===== config.mk =====
export PLATFORM = sky130hd
export DESIGN_NAME = link_buf_ctrl_flat
export DESIGN_NICKNAME = d
export VERILOG_FILES = /design/src/rtl/link_buf_ctrl_pkg.sv /design/src/rtl/link_buf_ctrl_if.sv /design/src/rtl/link_buf_ctrl_lut.sv /design/src/rtl/link_buf_ctrl.sv /design/src/flat_wrapper.sv
export SDC_FILE = /design/constraint.sdc
export NUM_CORES = 1
export LEC_CHECK = 0
export ABC_CLOCK_PERIOD_IN_PS = 6000
export BUFFER_PORTS_ARGS = -buffer_cell sky130_fd_sc_hd__buf_4
export CELL_PAD_IN_SITES_DETAIL_PLACEMENT = 0
export CELL_PAD_IN_SITES_GLOBAL_PLACEMENT = 1
export CORE_UTILIZATION = 25
export DETAILED_ROUTE_END_ITERATION = 10
export PLACE_DENSITY = 0.55
export SETUP_SLACK_MARGIN = 0.5
export SLEW_MARGIN = 20
export SYNTH_ARGS = -nofsm -noshare
export SYNTH_HDL_FRONTEND = slang
export SYNTH_SLANG_ARGS = --single-unit

===== constraint.sdc =====
create_clock -name clk -period 6 [get_ports clk]
set_input_delay 0.9 -clock clk [delete_from_list [all_inputs] [get_ports clk]]
set_output_delay 0.9 -clock clk [all_outputs]
set_load 0.02 [all_outputs]

===== src/rtl/link_buf_ctrl_pkg.sv =====
// Shared constants for the link-id interleaver buffer controller: state encoding,
// the link table (m_len -> base/id) and default bus widths.
package link_buf_pkg;

    localparam int DEF_ADDR_W = 16;
    localparam int DEF_LEN_W  = 13;
    localparam int N_LINKS    = 6;

    typedef enum logic [2:0] {
        ST_IDLE  = 3'd0,
        ST_WRITE = 3'd1,
        ST_TURN  = 3'd2,
        ST_READ  = 3'd3,
        ST_DONE  = 3'd4
    } state_t;

    // Regions are packed back to back; each region length equals its m_len.
    localparam logic [DEF_LEN_W-1:0] LINK_LEN [N_LINKS] = '{
        13'd288, 13'd672, 13'd1056, 13'd432, 13'd1872, 13'd5616
    };
    localparam logic [DEF_ADDR_W-1:0] LINK_BASE [N_LINKS] = '{
        16'h0000, 16'h0120, 16'h03C0, 16'h07E0, 16'h0990, 16'h10E0
    };
    localparam logic [4:0] LINK_ID [N_LINKS] = '{
        5'd5, 5'd6, 5'd7, 5'd11, 5'd17, 5'd19
    };

endpackage


===== src/rtl/link_buf_ctrl_if.sv =====
// RAM-side bus of the link buffer controller: address, strobes and read-valid.
interface link_buf_ctrl_if #(
    parameter int ADDR_W = 16
);
    logic [ADDR_W-1:0] ram_addr;
    logic              ram_wen;
    logic              ram_ren;
    logic              rd_vld;

    modport master (output ram_addr, ram_wen, ram_ren, rd_vld);
    modport slave  (input  ram_addr, ram_wen, ram_ren, rd_vld);
endinterface


===== src/rtl/link_buf_ctrl_lut.sv =====
// Combinational link table decode: m_len -> {hit, base, id}.
module link_lut
    import link_buf_pkg::*;
#(
    parameter int ADDR_W = DEF_ADDR_W,
    parameter int LEN_W  = DEF_LEN_W
) (
    input  logic [LEN_W-1:0]  m_len,
    output logic              hit,
    output logic [ADDR_W-1:0] base,
    output logic [4:0]        id
);

    logic [N_LINKS-1:0] match;

    genvar gi;
    generate
        for (gi = 0; gi < N_LINKS; gi++) begin : g_match
            assign match[gi] = (m_len == LEN_W'(LINK_LEN[gi]));
        end
    endgenerate

    // Table lengths are distinct, so at most one match bit is set and OR-ing is safe.
    always_comb begin
        hit  = |match;
        base = '0;
        id   = '0;
        for (int i = 0; i < N_LINKS; i++) begin
            if (match[i]) begin
                base = base | ADDR_W'(LINK_BASE[i]);
                id   = id | LINK_ID[i];
            end
        end
    end

endmodule


===== src/rtl/link_buf_ctrl.sv =====
// Frame sequencer for the shared single-port interleaver RAM: one write phase,
// a turnaround cycle, one read phase, then a done pulse.
module link_buf_ctrl
    import link_buf_pkg::*;
#(
    parameter int ADDR_W = DEF_ADDR_W,
    parameter int LEN_W  = DEF_LEN_W,
    parameter int RD_LAT = 1
) (
    input  logic             clk,
    input  logic             n_rst,
    input  logic             start,
    input  logic [LEN_W-1:0] m_len,
    input  logic             abort,
    input  logic             din_vld,
    input  logic             rd_req,
    link_buf_ctrl_if.master  ram,
    output logic [4:0]       link_id,
    output logic             busy,
    output logic             done,
    output logic             err_len,
    output logic             ovf
);

    state_t            state_reg;
    logic [LEN_W-1:0]  wcnt_reg, rcnt_reg, len_reg;
    logic [LEN_W-1:0]  wcnt_next, rcnt_next;
    logic [ADDR_W-1:0] base_reg, addr_reg;
    logic [4:0]        id_reg;
    logic              wen_reg, ren_reg, done_reg, err_reg, ovf_reg;
    logic [RD_LAT-1:0] vld_pipe;

    logic              lut_hit;
    logic [ADDR_W-1:0] lut_base;
    logic [4:0]        lut_id;

    link_lut #(
        .ADDR_W (ADDR_W),
        .LEN_W  (LEN_W)
    ) u_lut (
        .m_len (m_len),
        .hit   (lut_hit),
        .base  (lut_base),
        .id    (lut_id)
    );

    assign wcnt_next = wcnt_reg + LEN_W'(1);
    assign rcnt_next = rcnt_reg + LEN_W'(1);

    always_ff @(posedge clk or negedge n_rst) begin
        if (!n_rst) begin
            state_reg <= ST_IDLE;
            wcnt_reg  <= '0;
            rcnt_reg  <= '0;
            len_reg   <= '0;
            base_reg  <= '0;
            addr_reg  <= '0;
            id_reg    <= '0;
            wen_reg   <= 1'b0;
            ren_reg   <= 1'b0;
            done_reg  <= 1'b0;
            err_reg   <= 1'b0;
            ovf_reg   <= 1'b0;
        end else begin
            wen_reg  <= 1'b0;
            ren_reg  <= 1'b0;
            done_reg <= 1'b0;
            err_reg  <= 1'b0;
            ovf_reg  <= 1'b0;
            if (abort && state_reg != ST_IDLE) begin
                state_reg <= ST_IDLE;
                wcnt_reg  <= '0;
                rcnt_reg  <= '0;
                id_reg    <= '0;
            end else begin
                case (state_reg)
                    ST_IDLE: begin
                        // abort in the same cycle drops the start entirely
                        if (start && !abort) begin
                            if (lut_hit) begin
                                base_reg  <= lut_base;
                                len_reg   <= m_len;
                                id_reg    <= lut_id;
                                state_reg <= ST_WRITE;
                            end else begin
                                err_reg <= 1'b1;
                            end
                        end
                    end
                    ST_WRITE: begin
                        if (din_vld) begin
                            wen_reg  <= 1'b1;
                            addr_reg <= base_reg + ADDR_W'(wcnt_reg);
                            wcnt_reg <= wcnt_next;
                            if (wcnt_next == len_reg) begin
                                state_reg <= ST_TURN;
                            end
                        end
                    end
                    ST_TURN: begin
                        ovf_reg   <= din_vld;
                        state_reg <= ST_READ;
                    end
                    ST_READ: begin
                        ovf_reg <= din_vld;
                        if (rd_req) begin
                            ren_reg  <= 1'b1;
                            addr_reg <= base_reg + ADDR_W'(rcnt_reg);
                            rcnt_reg <= rcnt_next;
                            if (rcnt_next == len_reg) begin
                                state_reg <= ST_DONE;
                                done_reg  <= 1'b1;
                            end
                        end
                    end
                    ST_DONE: begin
                        ovf_reg   <= din_vld;
                        wcnt_reg  <= '0;
                        rcnt_reg  <= '0;
                        id_reg    <= '0;
                        state_reg <= ST_IDLE;
                    end
                    default: begin
                        state_reg <= ST_IDLE;
                    end
                endcase
            end
        end
    end

    // Read-valid pipe tracks issued reads only, so abort does not cancel them.
    genvar gi;
    generate
        for (gi = 0; gi < RD_LAT; gi++) begin : g_pipe
            if (gi == 0) begin : g_first
                always_ff @(posedge clk or negedge n_rst) begin
                    if (!n_rst) vld_pipe[0] <= 1'b0;
                    else        vld_pipe[0] <= ren_reg;
                end
            end else begin : g_next
                always_ff @(posedge clk or negedge n_rst) begin
                    if (!n_rst) vld_pipe[gi] <= 1'b0;
                    else        vld_pipe[gi] <= vld_pipe[gi-1];
                end
            end
        end
    endgenerate

    assign ram.ram_addr = addr_reg;
    assign ram.ram_wen  = wen_reg;
    assign ram.ram_ren  = ren_reg;
    assign ram.rd_vld   = vld_pipe[RD_LAT-1];

    assign link_id = id_reg;
    assign busy    = (state_reg != ST_IDLE);
    assign done    = done_reg;
    assign err_len = err_reg;
    assign ovf     = ovf_reg;

endmodule


===== src/flat_wrapper.sv =====
// flat-port wrapper written by rule: the top's interface ports become plain ports
module link_buf_ctrl_flat import link_buf_pkg::*;
#(
    parameter int ADDR_W = DEF_ADDR_W,
    parameter int LEN_W  = DEF_LEN_W,
    parameter int RD_LAT = 1
)
  (clk, n_rst, start, m_len, abort, din_vld, rd_req, link_id, busy, done, err_len, ovf, ram_ram_addr, ram_ram_wen, ram_ram_ren, ram_rd_vld);
  link_buf_ctrl_if #(.ADDR_W(ADDR_W)) ram_i ();
  input  logic clk;
  input  logic n_rst;
  input  logic start;
  input  logic [LEN_W-1:0] m_len;
  input  logic abort;
  input  logic din_vld;
  input  logic rd_req;
  output logic [4:0] link_id;
  output logic busy;
  output logic done;
  output logic err_len;
  output logic ovf;
  output wire logic [$bits(ram_i.ram_addr)-1:0] ram_ram_addr;
  output wire logic [$bits(ram_i.ram_wen)-1:0] ram_ram_wen;
  output wire logic [$bits(ram_i.ram_ren)-1:0] ram_ram_ren;
  output wire logic [$bits(ram_i.rd_vld)-1:0] ram_rd_vld;
  assign ram_ram_addr = ram_i.ram_addr;
  assign ram_ram_wen = ram_i.ram_wen;
  assign ram_ram_ren = ram_i.ram_ren;
  assign ram_rd_vld = ram_i.rd_vld;
  link_buf_ctrl #(.ADDR_W(ADDR_W), .LEN_W(LEN_W), .RD_LAT(RD_LAT)) u_core (.clk(clk), .n_rst(n_rst), .start(start), .m_len(m_len), .abort(abort), .din_vld(din_vld), .rd_req(rd_req), .ram(ram_i), .link_id(link_id), .busy(busy), .done(done), .err_len(err_len), .ovf(ovf));
endmodule

==> flow_summary_export.csv <==
group,metric,value,unit
detailed_routing,first_pass_iters,4,
die,start_util,25.4,%
timing,setup_ws,2570,ps
clock_tree,hold_buffers,0,
timing,min_period_over_period,57.1,%
run,maxCapViolCount,0,
timing,grt_setup_unrepaired,"false",
logic_synthesis,synth_common_cells,"nand2_1 (91), dfrtp_1 (75), o21ai_0 (48)",
logic_synthesis,netlist_top_cells_area,"dfrtp_1 (41%), nand2_1 (7.5%), o21ai_0 (5.3%)",
logic_synthesis,ys_seq_elements,75,
cells_and_area,diodes,0,
timing,fin_skew,8.07,ps
die,io_pins,47,
die,fp.dieW,137,microns
cells_and_area,synthToLayoutAreaGrowth,18.0,%
power,leakagePower,2.48,nW
logic_synthesis,synth.distinct_cells,60,
logic_synthesis,syn_inst,521,
clock_tree,cts_setup_buffers,0,
logic_synthesis,async_flop_share,100,%
setup_path,crit_type,"flop to flop",
placed_design,gp_congestion,0.813,
setup_path,crit_start,"u_core.state_reg[2]",
setup_path,reg2reg_from,"u_core.state_reg[2]",
clock_tree,cts_max_level,3,
global_routing,antenna_found_initial,0,
die,die_y,137,microns
power,ir_drop,0.116,mV
logic_synthesis,synth_top_area_share,41.1,%
clock_tree,cts.repair.resized,0,
logic_synthesis,synthFlopType,"dfrtp_1",
timing,slew_headroom,52.4,%
setup_path,start_kind,"flop",
cells_and_area,largest_reg_flops,14,
logic_synthesis,syn_area_per_cell,8.77,sq um
setup_path,cp.arrival,3700,ps
global_routing,grt_pass1_vias,3689,
timing,clock.fmax,292,MHz
detailed_routing,drc,0,
clock_tree,cts_buffers,9,
clock_tree,cts.sinks,75,
setup_path,end_kind,"flop",
global_routing,grt_start_max_net_pins,76,
timing,fin_crit,3430,ps
logic_synthesis,yosysTopAreaCell,"dfrtp_1",
timing,fin_setup_tns,0,ps
cells_and_area,stdcell_count,782,
placed_design,dp.cells,767,
min_path,hp-class,"flop to flop",
setup_path,critPathBufInv,0,
timing,tightest_slew,714,ps
die,core_area,18000,sq um
die,rows,49,
logic_synthesis,seq_area_frac_synth,41.1,%
timing,setup_violations,0,
timing,hold_viol_final,0,
global_routing,overflow,0,
detailed_routing,wl_per_cell,16.7,microns
clock_tree,cts_tree,"yes",
setup_path,crit_required,6280,ps
detailed_routing,vias,3806,
setup_path,critPathMaxStageDelay,630,ps
global_routing,grt_pass1_wl,21000,microns
cells_and_area,drive_gt1_share,14.5,%
setup_path,cp_top_family,"simple AND/OR/NAND/NOR gates",
logic_synthesis,synth.most_common_cell,"nand2_1",
power,power_density,210,nW/um^2
logic_synthesis,yosys_warnings,0,
detailed_routing,ant_nets,0,
detailed_routing,drt_iter0_drc,266,
setup_path,path_cells,"nor2b_1 -> nand2_1 -> nand2_1 -> nand2_1 -> ha_1 -> fa_1 -> a21oi_1 -> o21bai_1 -> a21oi_1 -> o21bai_1 -> a21oi_1 -> or4b_2 -> nand3_1",
global_routing,track_usage,15.0,%
min_path,hp-start,"u_core.ram.ram_ren",
setup_path,cp_slowest_cell,"or4b_2",
setup_path,crit_fanout,14,
cells_and_area,postLayoutCellArea,5390,sq um
timing,worst_hold_slack,373,ps
cells_and_area,fin_nets,580,
clock_tree,clk_pin_slew_worst_paths,60,ps
placed_design,pre_cts_slack,2160,ps
detailed_routing,viasPerCell,4.87,
clock_tree,root_buffer,"clkbuf_16",
timing,slew_viol_final,0,
placed_design,dp_hpwl,9710,microns
detailed_routing,routed_wl,13000,microns
placed_design,io_buffers,44,
logic_synthesis,synth_edf_count,0,
logic_synthesis,synth_area,4570,sq um
clock_tree,clock_latency,350,ps
placed_design,placed_area,5080,sq um
die,dieArea,18800,sq um
run_status,status,"finished clean",
clock_tree,cts_buffer_depth,2,
cell type report:
| cell class | instances | area [sq um] |
|---|---|---|
| fillers | 1893 | 12600 |
| multi-input cells | 405 | 2540 |
| flip-flops and latches | 75 | 1880 |
| repair buffers | 46 | 349 |
| well taps | 229 | 287 |
| clock buffers | 11 | 243 |
| clock inverters | 4 | 51.3 |
| inverters | 12 | 45.0 |
routing by layer:
layer / vias to the layer above / global-route usage (%) / routed length, microns
li1: 1904 / - / -
met1: 1817 / 20.9 / 6400
met2: 67 / 23.0 / 5910
met3: 18 / 2.21 / 413
met4: 0 / 6.59 / 317
met5: - / 0 / 0
stage by stage:
step	utilization, %	power [mW]
2_1_floorplan	-	0.555
3_3_place_gp	28.3	0.589
3_5_place_dp	28.3	0.589
4_1_cts	29.9	1.15
5_1_grt	30.0	1.18
6_report	30.0	1.13
cell families (layout without fill, tap and decap cells):
group,after synthesis,in the layout,share of synthesized area (%)
compound gates,122,122,16.4
xor+xnor,42,42,8.05
mux,14,14,3.31
buf+inv,42,73,3.83
other cells,1,2,0.0821
simple gates,213,213,23.7
fa+ha+maj,12,12,3.45
flops,75,75,41.1
power by group:
group          total [mW]  switching [mW]  internal (mW)
registers           0.519         0.00766          0.511
clock network       0.556           0.224          0.332
logic              0.0600          0.0362         0.0238
placed cells by master, fill, tap and decap left out, drive strengths merged, types with 3 or more instances in the layout:
master,instances
a211oi,3
a21o,7
a21oi,22
a31oi,3
and2,4
and3,9
and4,5
buf,46
clkbuf,11
dfrtp,75
ha,11
inv,12
mux2,9
mux2i,5
nand2,91
nand2b,4
nand3,15
nand4,8
nor2,34
nor2b,8
nor3,11
nor3b,3
nor4,6
o21a,3
o21ai,48
o21bai,4
o22ai,5
o31ai,13
or4b,3
xnor2,26
xor2,16
final timing paths:
check	slack, ps	endpoint	depth (start not counted)
min reg2reg	370	u_core.ram.rd_vld	0
max in group asynchronous	4920	u_core.len_reg[5]	1
max	2570	u_core.ram.ram_addr[12]	13
max reg2reg	2570	u_core.ram.ram_addr[12]	13
min in group asynchronous	580	u_core.rcnt_reg[4]	1
min	370	u_core.ram.rd_vld	0
Note: power is estimated with default switching activity, not from simulation.
